[src/rtl/reg_file_scoreboard.sv]
// -----------------------------------------------------------------------------
// reg_file_scoreboard
//   General register file (2**AW entries of DW bits) with two combinational
//   read ports, one write port with same-cycle write-to-read bypass, and a
//   per-register busy scoreboard used by decode to detect read-after-write
//   hazards against instructions that have issued but not yet written back.
//
// Ports
//   Clk       clock, all state updates on the rising edge
//   Reset     synchronous active-high reset (clears registers and busy bits)
//   Ra1/Ra2   read addresses            Qa1/Qa2  read data (combinational)
//   We/Wa/Wd  writeback enable/address/data
//   Iss       issue valid; Iss_rd is the destination being marked busy
//   Flush     clears every busy bit (a same-cycle writeback still commits)
//   Hazard    a read port addresses a busy register not resolved this cycle
//   Busy_cnt  registered count of busy registers
// -----------------------------------------------------------------------------
module reg_file_scoreboard #(
    parameter int DW = 32,
    parameter int AW = 5
) (
    input  logic          Clk,
    input  logic          Reset,
    input  logic [AW-1:0] Ra1,
    input  logic [AW-1:0] Ra2,
    output logic [DW-1:0] Qa1,
    output logic [DW-1:0] Qa2,
    input  logic          We,
    input  logic [AW-1:0] Wa,
    input  logic [DW-1:0] Wd,
    input  logic          Iss,
    input  logic [AW-1:0] Iss_rd,
    input  logic          Flush,
    output logic          Hazard,
    output logic [AW:0]   Busy_cnt
);

    localparam int NREG = 2**AW;

    // Register storage is a plain flop array: every entry must clear on reset
    // and both read ports are combinational, so no RAM macro fits here.
    logic [DW-1:0]   regs_reg [NREG];
    logic [NREG-1:0] busy_reg;
    logic [NREG-1:0] busy_next;
    logic [AW:0]     busy_cnt_reg;
    logic [AW:0]     busy_cnt_next;

    genvar gi;
    generate
        for (gi = 0; gi < NREG; gi++) begin : g_reg
            if (gi == 0) begin : g_zero
                // Register 0 is hard-wired to zero and can never be busy.
                always_ff @(posedge Clk) begin
                    regs_reg[gi] <= '0;
                end
                assign busy_next[gi] = 1'b0;
            end else begin : g_entry
                always_ff @(posedge Clk) begin
                    if (Reset) begin
                        regs_reg[gi] <= '0;
                    end else if (We && (Wa == AW'(gi))) begin
                        regs_reg[gi] <= Wd;
                    end
                end
                // Flush beats everything; otherwise a new producer issuing to
                // the same register as this cycle's writeback keeps it busy.
                assign busy_next[gi] = Flush                          ? 1'b0 :
                                       (Iss && (Iss_rd == AW'(gi)))   ? 1'b1 :
                                       (We && (Wa == AW'(gi)))        ? 1'b0 :
                                                                        busy_reg[gi];
            end
        end
    endgenerate

    always_comb begin
        busy_cnt_next = '0;
        for (int i = 0; i < NREG; i++) begin
            busy_cnt_next = busy_cnt_next + {{AW{1'b0}}, busy_next[i]};
        end
    end

    always_ff @(posedge Clk) begin
        if (Reset) begin
            busy_reg     <= '0;
            busy_cnt_reg <= '0;
        end else begin
            busy_reg     <= busy_next;
            busy_cnt_reg <= busy_cnt_next;
        end
    end

    // Read ports: a writeback landing this cycle is forwarded straight through.
    logic byp1;
    logic byp2;
    assign byp1 = We && (Wa == Ra1) && (Ra1 != '0);
    assign byp2 = We && (Wa == Ra2) && (Ra2 != '0);

    assign Qa1 = (Ra1 == '0) ? '0 : (byp1 ? Wd : regs_reg[Ra1]);
    assign Qa2 = (Ra2 == '0) ? '0 : (byp2 ? Wd : regs_reg[Ra2]);

    // The bypass also resolves the hazard for a writeback in the same cycle.
    logic haz1;
    logic haz2;
    assign haz1 = (Ra1 != '0) && busy_reg[Ra1] && !byp1;
    assign haz2 = (Ra2 != '0) && busy_reg[Ra2] && !byp2;

    assign Hazard   = haz1 || haz2;
    assign Busy_cnt = busy_cnt_reg;

endmodule
[config.mk]
export PLATFORM = sky130hd
export DESIGN_NAME = reg_file_scoreboard
export DESIGN_NICKNAME = d
export VERILOG_FILES = /design/src/rtl/reg_file_scoreboard.sv
export SDC_FILE = /design/constraint.sdc
export NUM_CORES = 2
export LEC_CHECK = 0
export ABC_AREA = 1
export CAP_MARGIN = 10
export CORE_MARGIN = 2
export CORE_UTILIZATION = 32
export DETAILED_ROUTE_END_ITERATION = 10
export GPL_ROUTABILITY_DRIVEN = 0
export SYNTH_ARGS = -nofsm -noshare
export SYNTH_HDL_FRONTEND = slang
export SYNTH_SLANG_ARGS = --single-unit
[constraint.sdc]
create_clock -name Clk -period 8.5 [get_ports Clk]
set_clock_uncertainty 0.15 [all_clocks]
set_input_delay 2.125 -clock Clk [delete_from_list [all_inputs] [get_ports Clk]]
set_output_delay 2.125 -clock Clk [all_outputs]
set_load 0.02 [all_outputs]
Word-level counts from Yosys, hierarchy flattened
Memories as Yosys holds them, arrays and structs flattened.
Cells that the tools add are included.
{ "totals": {"ff_bits": 38, "mem_bits_rw": 1024, "in_bits": 57, "memories": 1} }
{ "classes": {"n_addsub": 30, "order_cmp": 2, "n_eq_ne": 64, "muxes": 227, "bitwise": 31, "reduce_logical": 77} }
{ "memory_table": {"columns": ["name", "depth", "width", "read_ports", "rd_ports_with_merged_regs", "write_ports", "line", "text"], "rows": [
  ["regs_reg", 32, 32, 2, 0, 32, "42", "logic [DW-1:0] regs_reg [NREG];"]
]} }
{ "op_table": {"columns": ["cell", "n"], "rows": [
  ["$mux W32", 35],
  ["$mux W1", 190],
  ["$eq A5 B5 Y1 const B", 32],
  ["$add A6 B1 Y6", 25],
  ["$eq A5 B4 Y1 const B", 16],
  ["$logic_and A1 B1 Y1", 70],
  ["$eq A5 B3 Y1 const B", 8],
  ["$or A1 B1 Y1", 31],
  ["$eq A5 B2 Y1 const B", 4],
  ["$lt A5 B6 Y1 const B", 2],
  ["$bmux W1 S5", 2],
  ["$eq A5 B1 Y1 const B", 2],
  ["$eq A5 B5 Y1", 2],
  ["$logic_not A5 Y1", 2],
  ["$reduce_bool A5 Y1", 2],
  ["$add A5 B1 Y6", 1],
  ["$add A4 B1 Y5", 1],
  ["$add A3 B1 Y4", 1],
  ["$add A2 B1 Y3", 1],
  ["$add A1 B1 Y2", 1],
  ["$logic_not A1 Y1", 2],
  ["$logic_or A1 B1 Y1", 1]
]} }

Longest topological paths before layout
{ "logic_depth": {"ltp_word": 35, "depth_mapped": 25, "ltp_nobuf": 25} }

Worst setup path before layout
No wires, ideal clock.
{ "synth_path": {"kind": "input port to flip-flop", "start": "input Iss", "end": "register busy_cnt_reg[4], in the netlist Busy_cnt[4]", "setup_ns": 0.120, "t_arrival_ns": 7.047, "required_ns": 8.230, "path_slack_ns": 1.183, "path_stages": 22, "n_path_buf": 1, "path_cell_list": "inv_1 > nor2_1 > clkbuf_1 > inv_1 > o22ai_1 > nand2_1 > fa_1 > inv_1 > fa_1 > inv_1 > fa_1 > fa_1 > fa_1 > inv_1 > fa_1 > fa_1 > inv_1 > fa_1 > o21ai_0 > a21oi_1 > o21ai_0 > a21oi_1"} }
{ "synth_between": {"elab_chain_len": 33} }
{ "synth_lines": {"columns": ["item", "line", "text"], "rows": [
  ["start: declaration", "31", "input logic Iss,"],
  ["$logic_and A1 B1 Y1", "68", "(Iss && (Iss_rd == AW'(gi))) ? 1'b1 :"],
  ["$mux W1", "68", null],
  ["$mux W1", "67", "assign busy_next[gi] = Flush ? 1'b0 :"],
  ["$add A1 B1 Y2", "78", "busy_cnt_next = busy_cnt_next + {{AW{1'b0}}, busy_next[i]};"],
  ["$add A2 B1 Y3", "78", null],
  ["$add A3 B1 Y4", "78", null],
  ["$add A4 B1 Y5", "78", null],
  ["$add A5 B1 Y6", "78", null],
  ["$add A6 B1 Y6 (24 in series)", "78", null],
  ["$add A6 B1 Y6 *", "78", null],
  ["end signal: assignment", "88", "busy_cnt_reg <= busy_cnt_next;"],
  ["end: declaration", "45", "logic [AW:0] busy_cnt_reg;"]
]} }
Mark *: on every way between the ends. The rest lies on a longest branch, timed or not.
A chain may end at the register's enable or synchronous reset.

Worst setup path in the final report
{ "layout_path": {"start": "input Wa[3]", "end": "register busy_cnt_reg[4], in the netlist Busy_cnt[4]"} }
{ "layout_rtl": {"columns": ["item", "line", "text"], "rows": [
  ["start: declaration", "29", "input logic [AW-1:0] Wa,"],
  ["$eq A5 B4 Y1", "69", "(We && (Wa == AW'(gi))) ? 1'b0 :"],
  ["$logic_and A1 B1 Y1", "69", null],
  ["$mux W1", "69", null],
  ["$mux W1", "68", null],
  ["$mux W1", "67", null],
  ["net busy_next[10]", "44", "logic [NREG-1:0] busy_next;"],
  ["$add A6 B1 Y6 (22 in series)", "78", null]
]} }
The timed path passes the listed nets, and every way through them passes these cells.

==> impl_metrics.yaml <==
timing:
  clock.fmax_mhz: 132
  tightestPinTransition_ns: 1.30
  tns_ns: 0
  fin_ws_ns: 0.950
  period_share_pct: 88.8
  rsz0062_at_grt: "no"
  hold_viol: 0
  slew_headroom_pct: 13.3
  setup_viol: 0
  min_period_ns: 7.55
  final_max_slew_viol_count: 0
  hold_ws_ns: 0.499
clock_network:
  cts_buffers: 110
  insertion_delay_ns: 0.76
  cts_setup_buffers: 0
  clk_pin_slew_worst_paths_ns: 0.06
  clkSinkCount: 1029
  clockBufferDepth: 3
  htree_num_levels: 3
  cts_resized: 0
  cts_tree: "done"
  cts_hold_buffers: 0
  cts_root_buffer: "clkbuf_16"
cells_and_area:
  fin_area_um2: 66700
  largest_register_ffs: 992
  most-common-layout-cells: "2507 x nand2_1, 1617 x nand3_1, 1067 x nor2_1"
  nNetsFinal: 7715
  fin_util_pct: 36.0
  area_delta_synth_final_pct: 11.9
  final_cells: 10200
  n_fill_cell: 18700
  mostFrequentLayoutCell: "nand2_1"
  drive_above_1_share_pct: 5.53
floorplanning:
  core_um2: 185000
  ioPinCount: 128
  die_w_um: 436
  die_y_um: 436
  rows: 158
  die_area_um2: 190000
  start_util_pct: 32.2
grt:
  grt_pass1_vias: 54800
  met3_usage_pct: 6.01
  grt_pass1_wl_um: 387000
  grt_max_degree: 144
  use_met2_pct: 42.7
  antenna_found_initial: 8
  grt_use_met1_pct: 33.2
  globalRouteOverflowTotal: 0
  gr-usage-all-layers_pct: 27.8
  top_usage_layer: "met2"
min_path:
  hp-start: "busy_reg[23]$_SDFF_PP0_"
  worstHoldPathType: "reg2reg"
  hold-path-endpoint: "busy_reg[23]$_SDFF_PP0_"
  holdPathStages: 3
routing:
  drtPass1Iterations: 8
  remaining_drc_errors: 0
  viasPerCell: 5.71
  drtIter0Drc: 9783
  avgRoutedWirePerCell_um: 26.7
  wirelength_um: 273000
  antenna_left: 0
  via_count: 58300
logic_synthesis:
  synth_cell_types: 31
  syn_nets: 7950
  syn_inst: 7863
  syn_area_um2: 59600
  synth_area_per_cell_um2: 7.58
  ys_ff_latch: 1029
  synth.yosys.warnings: 0
  ys_seq_area_share_pct: 51.2
critical_path:
  worstReg2RegStart: "busy_reg[14]$_SDFF_PP0_"
  critPathArrivalTime_ns: 8.03
  rr_endpoint: "Busy_cnt[4]$_SDFF_PP0_"
  cp-start-kind: "primary input"
  cp_max_fo: 6
  reg2regPathDepth: 19
  crit_type: "in2reg"
  cp-end-kind: "register"
  required_ns: 8.98
  rrSetupSlack_ns: 2.84
pwr:
  powerDensity_nw_per_um2: 192
  p_total_mw: 12.8
  leakagePower_nw: 28.5
  peakVddDrop_mv: 0.161
placed_design:
  io_buffers: 127
  hpwl_um: 140000
  dpl-instance-area_um2: 63200
  post-place-cells: 9995
  dp_slack_ns: 0.240
status:
  status: "complete, no violations"
run:
  cap_violations: 0
-- how the worst max path moves through the flow --
stage	start	endpoint	slack [ns]
6_report	Wa[3]	Busy_cnt[4]$_SDFF_PP0_	0.95
5_1_grt	Wa[3]	Busy_cnt[4]$_SDFF_PP0_	0.59
4_1_cts	Wa[3]	Busy_cnt[4]$_SDFF_PP0_	0.99
3_5_place_dp	Wa[3]	Busy_cnt[4]$_SDFF_PP0_	0.24
3_3_place_gp	Wa[3]	Busy_cnt[4]$_SDFF_PP0_	0.23
2_1_floorplan	Iss	Busy_cnt[4]$_SDFF_PP0_	1.18
-- worst max-delay path, cell delays in order --
cell             delay, ns
clkdlybuf4s50_1       0.63
inv_2                 0.06
nor2_1                0.26
inv_1                 0.10
nor2_1                0.23
nand2_1               0.14
nand2_1               0.10
a21oi_1               0.10
fa_1                  0.52
inv_1                 0.06
fa_1                  0.47
fa_1                  0.53
fa_1                  0.44
fa_1                  0.49
inv_1                 0.05
fa_1                  0.49
fa_1                  0.19
inv_1                 0.07
fa_1                  0.45
o21ai_0               0.19
a21oi_1               0.10
o21ai_0               0.16
a21oi_1               0.08
-- power by group --
part	switching (mW)	internal [mW]
sequential	0.131	5.83
clock	2.15	2.66
combinational	1.49	0.522
total	3.78	9.01
-- synthesized netlist by cell type --
cell type     n  area, µm²
buf_1        51        191
o32ai_1       2       17.5
ha_1          7       87.6
o211ai_1      5       37.5
nor2_4        2       22.5
clkbuf_1    260        976
nand2_2       1       6.26
clkinv_1      1       3.75
buf_2       305       1530
edfxtp_1    992      29800
o21ai_0      28        140
xnor2_1       1       8.76
nand4_1      58        363
or2_0         1       6.26
nand2_1    2545       9550
a21oi_1     109        546
xor2_1        3       26.3
buf_6         3       33.8
dfxtp_1      37        741
nor2_2        7       43.8
or2_2         1       6.26
nor2_1     1069       4010
and2_1       17        106
nand3_1    1626       8140
nor3_1        2       10.0
inv_1       667       2500
nor3_2        1       10.0
inv_2        12       45.0
o22ai_1       5       31.3
buf_4        22        165
fa_1         23        460
-- per-layer routing --
metal	wire length (µm)	share of wire, %	up-vias
met4	26500	9.7	10
met3	36200	13	1282
li1	-	-	24900
met2	118000	43	4963
met1	92000	34	27100
met5	72	0.026	-
-- area by class of cell --
| class | count | area, µm² | share of cell area, % |
|---|---|---|---|
| clock buffer | 140 | 2940 | 4.41 |
| inverter | 680 | 2590 | 3.89 |
| multi-input combinational | 5513 | 24100 | 36.1 |
| sequential | 1029 | 30500 | 45.8 |
| clock inverter | 66 | 553 | 0.829 |
| timing repair buffer | 294 | 2930 | 4.39 |
| antenna | 3 | 7.51 | 0.0113 |
| tap | 2480 | 3100 | 4.65 |
-- logic make-up (layout without fill, tap and decap cells) --
| kind of cell | after synthesis | count (layout) | share of synthesized area, % |
|---|---|---|---|
| fa+ha+maj | 30 | 30 | 0.919 |
| buf+inv | 1321 | 1180 | 9.14 |
| compound gates | 149 | 149 | 1.30 |
| simple gates | 5330 | 5330 | 37.4 |
| xor+xnor | 4 | 4 | 0.0588 |
| flops | 1029 | 1029 | 51.2 |
| other cells | 0 | 3 | 0 |
No activity file was read; power rests on OpenSTA's default activity.
